--- src/rtl/uart_pkg.sv ---
// Shared UART definitions used by both the receiver and the transmitter.
//   CLKS_PER_BIT_DEF : default clk cycles per UART bit (115200 bps at system clk)
//   uart_state_e     : receiver FSM state encoding
package uart_pkg;

    localparam int CLKS_PER_BIT_DEF = 1216;

    typedef enum logic [2:0] {
        IDLE      = 3'd0,
        START     = 3'd1,
        DATA      = 3'd2,
        STOP      = 3'd3,
        WAIT_HIGH = 3'd4
    } uart_state_e;

endpackage

--- src/rtl/uart_rx_module_if.sv ---
// Serial-line and byte-output bundle of the UART receiver.
//   rxd       : raw asynchronous serial line (idle high)
//   rx_data   : last correctly framed byte
//   rx_flag   : one-cycle pulse when rx_data updates
//   frame_err : one-cycle pulse when the stop bit samples low
//   rx_busy   : receiver not idle
// master = the receiver, slave = the line driver / byte consumer.
interface uart_rx_module_if;

    logic       rxd;
    logic [7:0] rx_data;
    logic       rx_flag;
    logic       frame_err;
    logic       rx_busy;

    modport master (
        input  rxd,
        output rx_data,
        output rx_flag,
        output frame_err,
        output rx_busy
    );

    modport slave (
        output rxd,
        input  rx_data,
        input  rx_flag,
        input  frame_err,
        input  rx_busy
    );

endinterface

--- src/rtl/uart_sync2.sv ---
// Two-flop synchronizer for a single asynchronous input.
//   clk   : destination clock
//   rst_n : synchronous active-low reset, both flops load RST_VAL
//   d     : asynchronous input
//   q     : synchronized output (two clk of latency)
module uart_sync2 #(
    parameter logic RST_VAL = 1'b1
) (
    input  logic clk,
    input  logic rst_n,
    input  logic d,
    output logic q
);

    logic meta;

    always_ff @(posedge clk) begin
        if (!rst_n) begin
            meta <= RST_VAL;
            q    <= RST_VAL;
        end else begin
            meta <= d;
            q    <= meta;
        end
    end

endmodule

--- src/rtl/uart_rx_module.sv ---
// UART receiver, 8N1, LSB first.
//   clk   : system clock, rising edge
//   rst_n : synchronous active-low reset
//   rx_if : master modport -- rxd in; rx_data, rx_flag, frame_err, rx_busy out
// Parameters:
//   CLKS_PER_BIT : clk cycles per bit
//   HALF_BIT     : start-edge to mid-bit offset
module uart_rx_module
    import uart_pkg::*;
#(
    parameter int CLKS_PER_BIT = CLKS_PER_BIT_DEF,
    parameter int HALF_BIT     = CLKS_PER_BIT / 2
) (
    input  logic               clk,
    input  logic               rst_n,
    uart_rx_module_if.master   rx_if
);

    localparam int CW = $clog2(CLKS_PER_BIT);
    localparam logic [CW-1:0] HALF_M1 = CW'(HALF_BIT - 1);
    localparam logic [CW-1:0] BIT_M1  = CW'(CLKS_PER_BIT - 1);

    uart_state_e   state;
    logic [CW-1:0] cnt;
    logic [2:0]    bit_idx;
    logic [7:0]    shreg;
    logic [7:0]    rx_data;
    logic          rx_flag;
    logic          frame_err;
    logic          rxd_s;

    uart_sync2 #(.RST_VAL(1'b1)) u_sync (
        .clk   (clk),
        .rst_n (rst_n),
        .d     (rx_if.rxd),
        .q     (rxd_s)
    );

    always_ff @(posedge clk) begin
        if (!rst_n) begin
            state     <= IDLE;
            cnt       <= '0;
            bit_idx   <= '0;
            shreg     <= '0;
            rx_data   <= '0;
            rx_flag   <= 1'b0;
            frame_err <= 1'b0;
        end else begin
            rx_flag   <= 1'b0;
            frame_err <= 1'b0;
            case (state)
                IDLE: begin
                    cnt <= '0;
                    if (!rxd_s) state <= START;
                end
                START: begin
                    if (cnt == HALF_M1) begin
                        cnt <= '0;
                        // Line back high at mid start bit: a glitch, drop it silently.
                        if (!rxd_s) begin
                            state   <= DATA;
                            bit_idx <= '0;
                        end else begin
                            state <= IDLE;
                        end
                    end else begin
                        cnt <= cnt + CW'(1);
                    end
                end
                DATA: begin
                    if (cnt == BIT_M1) begin
                        cnt            <= '0;
                        shreg[bit_idx] <= rxd_s;
                        if (bit_idx == 3'd7) state <= STOP;
                        else                 bit_idx <= bit_idx + 3'd1;
                    end else begin
                        cnt <= cnt + CW'(1);
                    end
                end
                STOP: begin
                    if (cnt == BIT_M1) begin
                        cnt <= '0;
                        if (rxd_s) begin
                            rx_data <= shreg;
                            rx_flag <= 1'b1;
                            state   <= IDLE;
                        end else begin
                            frame_err <= 1'b1;
                            state     <= WAIT_HIGH;
                        end
                    end else begin
                        cnt <= cnt + CW'(1);
                    end
                end
                WAIT_HIGH: begin
                    // A held-low (break) line must not look like a new start bit.
                    cnt <= '0;
                    if (rxd_s) state <= IDLE;
                end
                default: begin
                    state <= IDLE;
                    cnt   <= '0;
                end
            endcase
        end
    end

    assign rx_if.rx_data   = rx_data;
    assign rx_if.rx_flag   = rx_flag;
    assign rx_if.frame_err = frame_err;
    assign rx_if.rx_busy   = (state != IDLE);

endmodule

--- src/flat_wrapper.sv ---
// flat-port wrapper written by rule: the top's interface ports become plain ports
module uart_rx_module_flat import uart_pkg::*;
#(
    parameter int CLKS_PER_BIT = CLKS_PER_BIT_DEF,
    parameter int HALF_BIT     = CLKS_PER_BIT / 2
)
  (clk, rst_n, rx_if_rxd, rx_if_rx_data, rx_if_rx_flag, rx_if_frame_err, rx_if_rx_busy);
  uart_rx_module_if rx_if_i ();
  input  logic clk;
  input  logic rst_n;
  input wire logic [$bits(rx_if_i.rxd)-1:0] rx_if_rxd;
  output wire logic [$bits(rx_if_i.rx_data)-1:0] rx_if_rx_data;
  output wire logic [$bits(rx_if_i.rx_flag)-1:0] rx_if_rx_flag;
  output wire logic [$bits(rx_if_i.frame_err)-1:0] rx_if_frame_err;
  output wire logic [$bits(rx_if_i.rx_busy)-1:0] rx_if_rx_busy;
  assign rx_if_i.rxd = rx_if_rxd;
  assign rx_if_rx_data = rx_if_i.rx_data;
  assign rx_if_rx_flag = rx_if_i.rx_flag;
  assign rx_if_frame_err = rx_if_i.frame_err;
  assign rx_if_rx_busy = rx_if_i.rx_busy;
  uart_rx_module #(.CLKS_PER_BIT(CLKS_PER_BIT), .HALF_BIT(HALF_BIT)) u_core (.clk(clk), .rst_n(rst_n), .rx_if(rx_if_i));
endmodule
--- config.mk ---
export PLATFORM = sky130hd
export DESIGN_NAME = uart_rx_module_flat
export DESIGN_NICKNAME = d
export VERILOG_FILES = /design/src/rtl/uart_pkg.sv /design/src/rtl/uart_rx_module_if.sv /design/src/rtl/uart_sync2.sv /design/src/rtl/uart_rx_module.sv /design/src/flat_wrapper.sv
export SDC_FILE = /design/constraint.sdc
export NUM_CORES = 1
export LEC_CHECK = 0
export CAP_MARGIN = 20
export CORE_ASPECT_RATIO = 0.6
export CORE_MARGIN = 2
export CORE_UTILIZATION = 33
export CTS_CLUSTER_DIAMETER = 80
export DETAILED_ROUTE_END_ITERATION = 6
export SKIP_LAST_GASP = 1
export SLEW_MARGIN = 10
export SYNTH_ARGS = -nofsm -noshare
export SYNTH_HDL_FRONTEND = slang
export SYNTH_HIERARCHICAL = 1
export SYNTH_SLANG_ARGS = --single-unit
--- constraint.sdc ---
create_clock -name clk -period 1.8 [get_ports clk]
set_input_delay 0.27 -clock clk [delete_from_list [all_inputs] [get_ports clk]]
set_output_delay 0.27 -clock clk [all_outputs]
set_load 0.02 [all_outputs]
### After elaboration in Yosys (flattened, before gate mapping)

Cells that the tools add are included.

| cells by class | value |
|---|---|
| $add $sub $neg | 2 |
| multiply operators | 0 |
| divide/modulo/power cells | 0 |
| magnitude comparators | 2 |
| equal/unequal tests | 15 |
| shift-type cells | 0 |
| muxes and demuxes | 22 |
| bitwise operators | 0 |
| reduce and logical (&&, ||, !) cells | 10 |

Operators with widths:

| cell | count |
|---|---|
| 3-bit two-way mux | 11 |
| 11-bit two-way mux | 2 |
| 11-bit one-hot mux with 2 select lines | 1 |
| 3-bit one-hot mux with 5 select lines | 1 |
| 11-bit by 1-bit adder with 11-bit output, second input constant | 1 |
| 11-bit by 10-bit == test with 1-bit output, second input constant | 1 |
| 11-bit == test, second input constant | 1 |
| 8-bit bitwise mux | 1 |
| 2-bit by 1-bit inequality test with 1-bit output, second input constant | 4 |
| 2-bit inequality test, second input constant | 4 |
| 3-bit by 2-bit == test with 1-bit output, second input constant | 2 |
| 3-bit == test, second input constant | 2 |
| 3-bit one-hot mux with 2 select lines | 1 |
| 3-bit AND reduction | 2 |
| 6-bit AND reduction | 1 |
| 5-bit AND reduction | 1 |
| 3-bit by 4-bit less-than comparator with 1-bit output, second input constant | 1 |
| 3-bit by 1-bit adder with 3-bit output, second input constant | 1 |
| 1-bit demux with 3-bit select | 1 |
| 3-bit by 1-bit == test with 1-bit output, second input constant | 1 |
| 3-bit by 1-bit greater-or-equal comparator with 1-bit output, second input constant | 1 |
| 3-bit zero test | 1 |
| 1-bit two-way mux | 3 |
| 3-bit nonzero test | 1 |
| other kinds (5) | 5 |

| storage, ports and cells | value |
|---|---|
| flip-flop bits (word level) | 37 |
| latch bits | 0 |
| RAM bits | 0 |
| memory bits (read-only) | 0 |
| output and inout port bits | 11 |
| logic and storage cells | 60 |
| memories kept | 0 |

### Logic depth before layout (Yosys ltp)

Gate-level depths: netlist of run 1.

| depth | value |
|---|---|
| depth in word-level cells | 5 |
| mapped depth | 8 |
| gate-level depth less buffers | 6 |

### Modules after synthesis

The synthesis of run 1 kept the hierarchy.

Modules (own cells, without submodules):

| module | instances | cells an instance | area an instance (µm²) |
|---|---|---|---|
| uart_rx_module | 1 | 178 | 1,591.5 |
| uart_sync2 | 1 | 4 | 52.6 |

### Worst setup path before layout of run 1

No wires, ideal clock.

| timing | value |
|---|---|
| path type | reg2reg |
| start | reg u_core.cnt[0] |
| end | reg u_core.shreg[7] |
| arrival | 1,858 ps |
| required time | 1,672 ps |
| path slack | -185 ps |
| cell stages (with the launch flop) | 9 |
| buffers on the path | 2 |
| period minus slack after synthesis | 1,985 ps |
| path through | dfxtp_1 ha_1 and4_1 clkbuf_1 nand4_1 buf_2 nor4_1 mux2i_1 nor2_1 |

| between the ends | value |
|---|---|
| word-level cells in the longest chain between the ends | 2 |

RTL lines:

| what | RTL line | source |
|---|---|---|
| start, declared | uart_rx_module.sv:24 | `logic [CW-1:0] cnt;` |
| start signal, assigned | uart_rx_module.sv:67 | `cnt <= cnt + CW'(1);` |
| start signal, assigned | uart_rx_module.sv:77 | `cnt <= cnt + CW'(1);` |
| start signal, assigned | uart_rx_module.sv:92 | `cnt <= cnt + CW'(1);` |
| 11-bit == test | uart_rx_module.sv:71 | `if (cnt == BIT_M1) begin` |
| 2-bit AND reduction (no source line) | n/a |  |
| end signal, assigned by index | uart_rx_module.sv:73 | `shreg[bit_idx] <= rxd_s;` |
| end, declared | uart_rx_module.sv:26 | `logic [7:0] shreg;` |

No other way between the ends.
A chain may end at the register's enable or synchronous reset.

### Worst setup path in the final report of run 1

| timing | value |
|---|---|
| start | reg u_core.cnt[10] |
| end | reg u_core.cnt[0] |

| between the ends | value |
|---|---|
| word-level cells in the longest chain between the ends | 3 |
| elaborated cells between the ends (all ways) | 5 |
| those cells by class | eq/ne: 2; mux: 3 |

RTL lines:

| what | RTL line | source |
|---|---|---|
| 11-bit == test or 11-bit by 10-bit == test with 1-bit output (tied branches) | uart_rx_module.sv:71, uart_rx_module.sv:81, uart_rx_module.sv:57 |  |
| 11-bit two-way mux (on tied branches) | uart_rx_module.sv:71, uart_rx_module.sv:81, uart_rx_module.sv:57 |  |
| 11-bit one-hot mux with 2 select lines * | uart_rx_module.sv:51 | `case (state)` |

Every way passes the cells marked *; elsewhere a longest branch is shown, timed or not.

==> run summary, run 1 <==
Run status: finished with violations
Failing checks: setup timing
CTS tree: yes
Area leader, netlist: dfxtp_1
Root Buffer: clkbuf_8
Max stage delay cell, worst path: or4b_4
Vias/cell: 4.777
Max VDD drop: 0.0003371 V
Post-Syn Area: 0.001644 mm2
Routed WL: 3642 um
Grt total ovfl: 0
Synth top area cells: dfxtp_1 45%, mux2i_1 11%, nor2_1 8.2%
Clock transition at the registers of the reported paths: 70 ps
Floorplan core area: 0.004683 mm2
Layout Skew: 10.21 ps
Hold_buf cts: 0
FF-to-FF setup slack: -70 ps
Worst setup SP type: flip-flop
Detailed placement HPWL: 2478 um
Share of layout cells above drive strength 1: 30.36%
Post-route clock period utilization: 104.1%
Post-synth net total: 188
Die width: 95.13 um
Slew Viols, Final: 0
I/O pin total: 14
Flops & latches, synth: 37
CTS Sinks: 37
Vias: 1371
Leak pwr: 0.8682 nW
Worst Tran Pin Value: 591.4 ps
Antenna Nets Post-Route: 0
Wl on met1: 1963 um
CP Capture Type: flip-flop
WL met3: 161 um
Drt first pass iters: 4
Nets: 229
Routed wl met2: 1496 um
Highest metal used: met4
CP Buf/Inv Count: 0
Sequential cell area fraction in the yosys report: 45.05%
Starting Density: 35.11%
GRT Total Usage: 13.95%
Type of the worst min-delay path: reg2reg
Netlist cell types: 37
Area share of the largest cell type after synthesis: 45.05%
Die Y: 58.68 um
Yosys warnings: 6
Drt drc: 0
Largest net degree at the start of global routing: 13
Max cap viols: 0
Wirelength per Cell: 12.69 um
Area occupied by multi-input gates: 0.001045 mm2
TritonCTS Buffers: 5
Setup CP Type: reg2reg
Total power: 1.608 mW
Slew margin rel.: 60.43%
Fill count: 418
TNS Setup: -773.5 ps
Arrival @ worst endpoint: 2050 ps
Initial drt markers: 106
Die area: 0.005581 mm2
Worst-Skew Late Latency: 290 ps
Vias in the first global route: 1233
Register Area: 744.5 um2
IO Port Bufs: 13
Cell Chain, Critical Path: or4b_4, or4b_4, a21bo_4, nand2_4, nor2_1
Clock Tree Buf Depth: 2
Tmin final: 1874 ps
Worst Slack Setup Final: -74.35 ps
Util after Layout: 50.71%
Final setup viols: 13
Area grow syn2layout: 44.44%
RSZ-0062 raised after global routing: yes
Pwr dens: 677.2 mW/mm2
CP top delay family: simple AND/OR/NAND/NOR gates
Largest stage delay on the critical path: 540 ps
Initial antenna violation count: 0
First-pass GRT wire length: 5816 um
Cell count after synthesis: 182
Row cnt: 19
Most frequent CP cell: or4b_4
Max FO, Critical Path: 5
Diode count: 0
Maximum clock rate: 533.5 MHz
Fin. Hold Viols: 0
CP required: 1980 ps
GP Congestion: 0.7462
H-tree depth: 2
Avg Inst Size Synth: 9.033 um2
-- power by group --
group | internal [mW] | total (mW) | switching [mW]
logic | 0.0198 | 0.0465 | 0.0266
registers | 0.821 | 0.823 | 0.00219
clock network | 0.450 | 0.738 | 0.288
total | 1.29 | 1.61 | 0.317
-- sequential cells by signal (all words and copies together), names as in the netlist --
signal / flops
u_core/bit_idx: 3
u_core/cnt: 11
u_core/rx_if.frame_err: 1
u_core/rx_if.rx_data: 8
u_core/rx_if.rx_flag: 1
u_core/shreg: 8
u_core/state: 3
u_core/u_sync/meta: 1
u_core/u_sync/q: 1
-- cell usage in the layout (no fill, tap or decap), types with 2 or more instances in the layout --
cell type        count
dfxtp_1             34
nor2_1              30
buf_4               25
mux2i_1             18
nand2_1             13
clkdlybuf4s50_1     12
xor2_1               7
clkbuf_8             6
nor2_2               6
nand3_1              6
nor4_4               6
nand2b_1             5
nand4_1              4
a21oi_1              3
o21ai_0              3
dfxtp_2              3
inv_1                2
and3b_1              2
or4b_4               2
xnor2_1              2
and3_1               2
ha_1                 2
buf_12               2
buf_6                2
-- metrics by stage --
stage / hold slack (ps) / setup WS [ps] / area (um2) / cells
floorplan: 343.0 / -102.1 / 1744 / 182
global placement: 390.2 / -80.94 / 2128 / 277
detailed placement: 394.0 / -105.8 / 2128 / 277
CTS: 410.7 / -65.54 / 2277 / 286
global route: 452.2 / -112.2 / 2375 / 287
finish: 408.3 / -74.35 / 2375 / 287
-- path summary, 6_finish.rpt --
path,start,endpoint,cells past startpoint
hold reg to reg,u_core/u_sync/meta,u_core/u_sync/q,1
setup / recovery,u_core/cnt[10],u_core/cnt[0],5
setup reg to reg,u_core/cnt[10],u_core/cnt[0],5
hold / removal,u_core/u_sync/meta,u_core/u_sync/q,1
-- layout make-up --
class / instances / share of cell area, %
Inverter: 2 / 0.3161
Multi-Input combinational cell: 135 / 43.99
Tap cell: 63 / 3.319
Timing Repair Buffer: 42 / 15.96
Sequential cell: 37 / 31.35
Clock buffer: 6 / 3.477
Clock inverter: 2 / 1.581
-- synthesized netlist by cell type (all sizes together) --
cell     n
or3b     1
o21ai    4
ha       3
a21bo    1
and3     2
nand2   14
mux2i   18
nor3b    1
o22ai    2
o21bai   1
or4b     3
buf      3
clkbuf   6
nor3     2
or3      2
inv      2
xor2     7
nand3b   1
and4     1
nor2    37
o32ai    1
nand2b   5
a21oi    4
dfxtp   37
a31oi    1
xnor2    2
nor4     6
and3b    2
nand3    6
and2     1
nor4b    2
nand4    4
-- kinds of logic after synthesis --
group,after synthesis,share of synthesized area (%)
AND/OR/NAND/NOR,90,28.69
flip-flops,37,45.05
multiplexers,18,10.96
AO/OA/AOI/OAI,14,5.176
buffers and inverters,11,3.044
XOR/XNOR,9,4.795
adder cells (fa/ha/maj),3,2.283
-- per-layer routing --
metal	track usage, %	vias up
met4	4.969	0
met2	18.71	25
met5	0	-
li1	-	713
met3	4.353	2
met1	20.83	631
-- timing repair --
action                                  4_1_cts  5_1_grt
setup buffers                                 0        1
gates resized for setup                       4       21
endpoints found under the setup margin       20       33
cloned                                        1        0
pin swaps                                     3        9
Power figures use the tool's default switching activity.
==> inputs of run 2 (changes only) <==
--- a/config.mk
+++ b/config.mk
@@ -8,9 +8,10 @@
 export CAP_MARGIN = 20
 export CORE_ASPECT_RATIO = 0.6
 export CORE_MARGIN = 2
-export CORE_UTILIZATION = 33
+export CORE_UTILIZATION = 50
 export CTS_CLUSTER_DIAMETER = 80
 export DETAILED_ROUTE_END_ITERATION = 6
+export PLACE_DENSITY = 0.73
 export SKIP_LAST_GASP = 1
 export SLEW_MARGIN = 10
 export SYNTH_ARGS = -nofsm -noshare
==> run summary, run 2 (synthesized netlist as in run 1, its figures left out) <==
Final setup viols: 21 (was 13)
CP Buf/Inv Count: 0 (unchanged)
Floorplan core area: 0.003203 mm2 (was 0.004683 mm2)
CTS tree: yes (unchanged)
Failing checks: setup timing (unchanged)
Most frequent CP cell: or4b_4 (unchanged)
Vias in the first global route: 1471 (was 1233)
Largest register FFs: 11 (unchanged)
Setup CP Type: reg2reg (unchanged)
Drt drc: 0 (unchanged)
Worst Hold Slack: 437.2 ps (was 408.3 ps)
TritonCTS Buffers: 5 (unchanged)
IO Port Bufs: 13 (unchanged)
Max cap viols: 0 (unchanged)
Starting Density: 51.33% (was 35.11%)
Die area: 0.003778 mm2 (was 0.005581 mm2)
Largest stage delay on the critical path: 540 ps (about the same)
Leak pwr: 0.8728 nW (was 0.8682 nW)
Layout Skew: 7.171 ps (was 10.21 ps)
H-tree depth: 2 (unchanged)
Grt total ovfl: 0 (unchanged)
Arrival @ worst endpoint: 2060 ps (was 2050 ps)
Max FO, Critical Path: 3 (was 5)
GP Congestion: 0.7904 (was 0.7462)
TNS Setup: -1135 ps (was -773.5 ps)
CTS Sinks: 37 (unchanged)
I/O pin total: 14 (unchanged)
Diode count: 0 (unchanged)
Share of layout cells above drive strength 1: 29.33% (was 30.36%)
Run status: finished with violations (unchanged)
Max stage delay cell, worst path: or4b_4 (unchanged)
Initial antenna violation count: 0 (unchanged)
Routed WL: 4081 um (was 3642 um)
Top Registers: u_core/cnt (11), u_core/rx_if.rx_data (8), u_core/shreg (8) (unchanged)
RSZ-0062 raised after global routing: yes (unchanged)
Util after Layout: 72.30% (was 50.71%)
Post-Layout Cell Count: 270 (was 287)
Fill count: 219 (was 418)
Largest reg by FF count: u_core/cnt (unchanged)
Pwr dens: 626.8 mW/mm2 (was 677.2 mW/mm2)
Register Area: 745.7 um2 (was 744.5 um2)
Antenna Nets Post-Route: 0 (unchanged)
Placed Cells: 255 (was 277)
Maximum clock rate: 530.4 MHz (was 533.5 MHz)
Worst Slack Setup Final: -85.50 ps (was -74.35 ps)
Worst-Skew Late Latency: 280 ps (was 290 ps)
Die width: 78.03 um (was 95.13 um)
Clock transition at the registers of the reported paths: 70 ps (about the same)
Die Y: 48.42 um (was 58.68 um)
CP Capture Type: flip-flop (unchanged)
Vias: 1476 (was 1371)
Fin. Hold Viols: 0 (unchanged)
Worst Tran Pin Value: 436.2 ps (was 591.4 ps)
Clock Tree Buf Depth: 2 (unchanged)
Drt first pass iters: 4 (unchanged)
Nets: 231 (was 229)
Row cnt: 16 (was 19)
Post-route clock period utilization: 104.7% (was 104.1%)
Vias/cell: 5.467 (was 4.777)
Detailed placement HPWL: 2738 um (was 2478 um)
Initial drt markers: 134 (was 106)
Root Buffer: clkbuf_8 (unchanged)
CP top delay family: simple AND/OR/NAND/NOR gates (unchanged)
CP required: 1980 ps (about the same)
GRT Total Usage: 23.81% (was 13.95%)
Slew margin rel.: 70.81% (was 60.43%)
Area grow syn2layout: 40.87% (was 44.44%)
Slew Viols, Final: 0 (unchanged)
Largest net degree at the start of global routing: 13 (unchanged)
First-pass GRT wire length: 6962 um (was 5816 um)
Area occupied by multi-input gates: 0.001035 mm2 (was 0.001045 mm2)
Cell Chain, Critical Path: or4b_4, or4b_4, a21bo_4, and3_1 (was or4b_4, or4b_4, a21bo_4, nand2_4, nor2_1)
Most frequent cells in the layout: 33 x nor2_1, 33 x dfxtp_1, 27 x buf_4, 18 x mux2i_1 (was 34 x dfxtp_1, 30 x nor2_1, 25 x buf_4, 18 x mux2i_1, 13 x nand2_1)
Type of the worst min-delay path: reg2reg (unchanged)
Wirelength per Cell: 15.11 um (was 12.69 um)
Tmin final: 1885 ps (was 1874 ps)
Worst setup SP type: flip-flop (unchanged)
Max VDD drop: 0.0005421 V (was 0.0003371 V)
==> run 2: area by class of cell <==
cell class	instances	share of cell area, %
clock buffers	7	3.728
inverters	2	0.3241
multi-input cells	135	44.68
flip-flops and latches	37	32.20
well taps	45	2.431
repair buffers	44	16.64
==> run 2: where the power goes <==
part	internal (mW)	switching, mW	total, mW	leakage, nW
logic	0.0191	0.0278	0.0469	0.528
registers	0.821	0.00243	0.824	0.301
clock network	0.304	0.277	0.581	0.0443
==> run 2: timing repair <==
item | 4_1_cts | 5_1_grt
setup endpoints to repair | 34 | 33
buffers inserted | 3 | 4
resized for setup | 12 | 15
pin swaps | 8 | 11
hold buffers | 0 | 0
cloned | 1 | 0
hold endpoints to repair | 0 | 0
==> run 2: metal layers <==
layer / vias to the layer above / part of all wire [%] / GRT usage [%]
li1: 715 / - / -
met1: 697 / 45 / 33.05
met2: 60 / 47 / 37.36
met3: 4 / 6.8 / 5.970
met4: 0 / 0.66 / 6.433
met5: - / 0 / 0
==> run 2: worst paths after layout <==
check / depth (start not counted) / end / from / slack (ps)
worst min-delay path: 1 / u_core/u_sync/q / u_core/u_sync/meta / 440
worst min register to register: 1 / u_core/u_sync/q / u_core/u_sync/meta / 440
worst max-delay path: 4 / u_core/cnt[1] / u_core/cnt[10] / -90
worst max register to register: 4 / u_core/cnt[1] / u_core/cnt[10] / -90
==> run 2: through the flow <==
stage          total power, mW  instance area, um2  worst slack [ps]
2_1_floorplan           0.8655                1744            -102.1
5_1_grt                  1.504                2316            -131.3
3_5_place_dp            0.8864                2063            -107.6
6_report                 1.452                2316            -85.50
4_1_cts                  1.462                2237            -77.17
3_3_place_gp            0.8848                2063            -64.99
==> inputs of run 3 (changes only) <==
==> constraint.sdc (replaced) <==
create_clock -name clk -period 1.55 [get_ports clk]
set_input_delay 0.2325 -clock clk [delete_from_list [all_inputs] [get_ports clk]]
set_output_delay 0.2325 -clock clk [all_outputs]
set_load 0.02 [all_outputs]
==> run summary, run 3 (synthesized netlist as in run 1, its figures left out) <==
Layout Skew: 8.747 ps (was 7.171 ps)
Top Registers: u_core/cnt (11), u_core/rx_if.rx_data (8), u_core/shreg (8) (unchanged)
Row cnt: 16 (unchanged)
Slew margin rel.: 63.19% (was 70.81%)
Floorplan core area: 0.003203 mm2 (unchanged)
Drt drc: 0 (unchanged)
GP Congestion: 0.8150 (was 0.7904)
Tmin final: 1881 ps (was 1885 ps)
Run status: finished with violations (unchanged)
Die Y: 48.42 um (unchanged)
Arrival @ worst endpoint: 2070 ps (was 2060 ps)
Finished Cell Area: 0.002349 mm2 (was 0.002316 mm2)
Wirelength per Cell: 15.71 um (was 15.11 um)
Failing checks: setup timing (unchanged)
Placed Cells: 258 (was 255)
Drt first pass iters: 4 (unchanged)
First-pass GRT wire length: 6837 um (was 6962 um)
Post-Layout Cell Count: 270 (unchanged)
Worst slack at placement: -375.9 ps (was -107.6 ps)
Worst-Skew Late Latency: 290 ps (was 280 ps)
FF-to-FF setup slack: -330 ps (was -90 ps)
GRT Total Usage: 23.53% (was 23.81%)
Fin. Hold Viols: 0 (unchanged)
TritonCTS Buffers: 5 (unchanged)
Grt total ovfl: 0 (unchanged)
Largest register FFs: 11 (unchanged)
Maximum clock rate: 531.6 MHz (was 530.4 MHz)
IO Port Bufs: 13 (unchanged)
Slew Viols, Final: 0 (unchanged)
Final setup viols: 33 (was 21)
CTS Sinks: 37 (unchanged)
Placed Area: 0.002115 mm2 (was 0.002063 mm2)
Pwr dens: 719.8 mW/mm2 (was 626.8 mW/mm2)
Setup CP Type: reg2reg (unchanged)
Diode count: 0 (unchanged)
Nets: 231 (unchanged)
Worst setup SP type: flip-flop (unchanged)
Largest net degree at the start of global routing: 19 (was 13)
Leak pwr: 0.8835 nW (was 0.8728 nW)
CTS tree: yes (unchanged)
Root Buffer: clkbuf_8 (unchanged)
Clock Tree Buf Depth: 2 (unchanged)
Register Area: 744.5 um2 (was 745.7 um2)
I/O pin total: 14 (unchanged)
Max VDD drop: 0.0005107 V (was 0.0005421 V)
Most frequent cells in the layout: 34 x nor2_1, 34 x dfxtp_1, 26 x buf_4, 16 x mux2i_1, 13 x nand2_1 (was 33 x nor2_1, 33 x dfxtp_1, 27 x buf_4, 18 x mux2i_1)
Area grow syn2layout: 42.85% (was 40.87%)
Area occupied by multi-input gates: 0.001060 mm2 (was 0.001035 mm2)
Worst Tran Pin Value: 550.1 ps (was 436.2 ps)
Routed WL: 4242 um (was 4081 um)
Max FO, Critical Path: 5 (was 3)
Worst Slack Setup Final: -331.1 ps (was -85.50 ps)
Starting Density: 51.33% (unchanged)
TNS Setup: -8588 ps (was -1135 ps)
Max cap viols: 0 (unchanged)
Post-route clock period utilization: 121.4% (was 104.7%)
Die area: 0.003778 mm2 (unchanged)
Share of layout cells above drive strength 1: 29.78% (was 29.33%)
CP Capture Type: flip-flop (unchanged)
Detailed placement HPWL: 2907 um (was 2738 um)
Antenna Nets Post-Route: 0 (unchanged)
Clock transition at the registers of the reported paths: 70 ps (about the same)
RSZ-0062 raised after global routing: yes (unchanged)
Initial drt markers: 86 (was 134)
Die width: 78.03 um (unchanged)
Vias in the first global route: 1443 (was 1471)
Vias/cell: 5.459 (was 5.467)
H-tree depth: 2 (unchanged)
Initial antenna violation count: 0 (unchanged)
Vias: 1474 (was 1476)
CP required: 1740 ps (was 1980 ps)
Largest reg by FF count: u_core/cnt (unchanged)
Fill count: 213 (was 219)
Type of the worst min-delay path: reg2reg (unchanged)
-- run 3: area by class of cell --
type                       count  area share (%)
timing repair buffer          44           16.78
multi-input combinational    135           45.13
clock buffer                   7           3.676
inverter                       2          0.3197
tap                           45           2.397
sequential                    37           31.70
-- run 3: path summary, 6_finish.rpt --
check	startpoint	endpoint	depth (start not counted)
worst min-delay path	u_core/u_sync/meta	u_core/u_sync/q	1
worst min register to register	u_core/u_sync/meta	u_core/u_sync/q	1
worst max-delay path	u_core/cnt[10]	u_core/cnt[0]	5
worst max register to register	u_core/cnt[10]	u_core/cnt[0]	5
-- run 3: worst max-delay path: stages, from the launching register on --
cell and delay, ps:
dfxtp_2 320, or4b_4 530, or4b_4 510, a21bo_4 260, nand2_4 90, nor2_1 60
-- run 3: routing by layer --
layer  track usage [%]  routed length [um]  vias to the layer above
li1                  -                   -                      720
met1             30.46                1924                      693
met2             38.94                2017                       52
met3             5.597                 240                        9
met4             8.187                  60                        0
met5                 0                   0                        -
-- run 3: where the power goes --
| group | total (mW) | switching (mW) | internal [mW] |
|---|---|---|---|
| clock network | 0.676 | 0.324 | 0.353 |
| logic | 0.0574 | 0.0326 | 0.0248 |
| registers | 0.957 | 0.00280 | 0.954 |
-- run 3: what timing repair did --
action,CTS,global route
hold buffers,0,0
gates cloned,0,1
gates resized for setup,18,10
setup buffers,2,2
setup endpoints to repair,34,34
pin swaps,11,13
-- run 3: through the flow --
stage / total power, mW / utilization, % / hold slack (ps)
finish: 1.690 / 73.32 / 419.2
floorplan: 1.005 / - / 305.5
CTS: 1.691 / 71.17 / 422.0
global placement: 1.030 / 66.02 / 393.8
detailed placement: 1.033 / 66.02 / 406.5
global route: 1.717 / 73.32 / 457.0
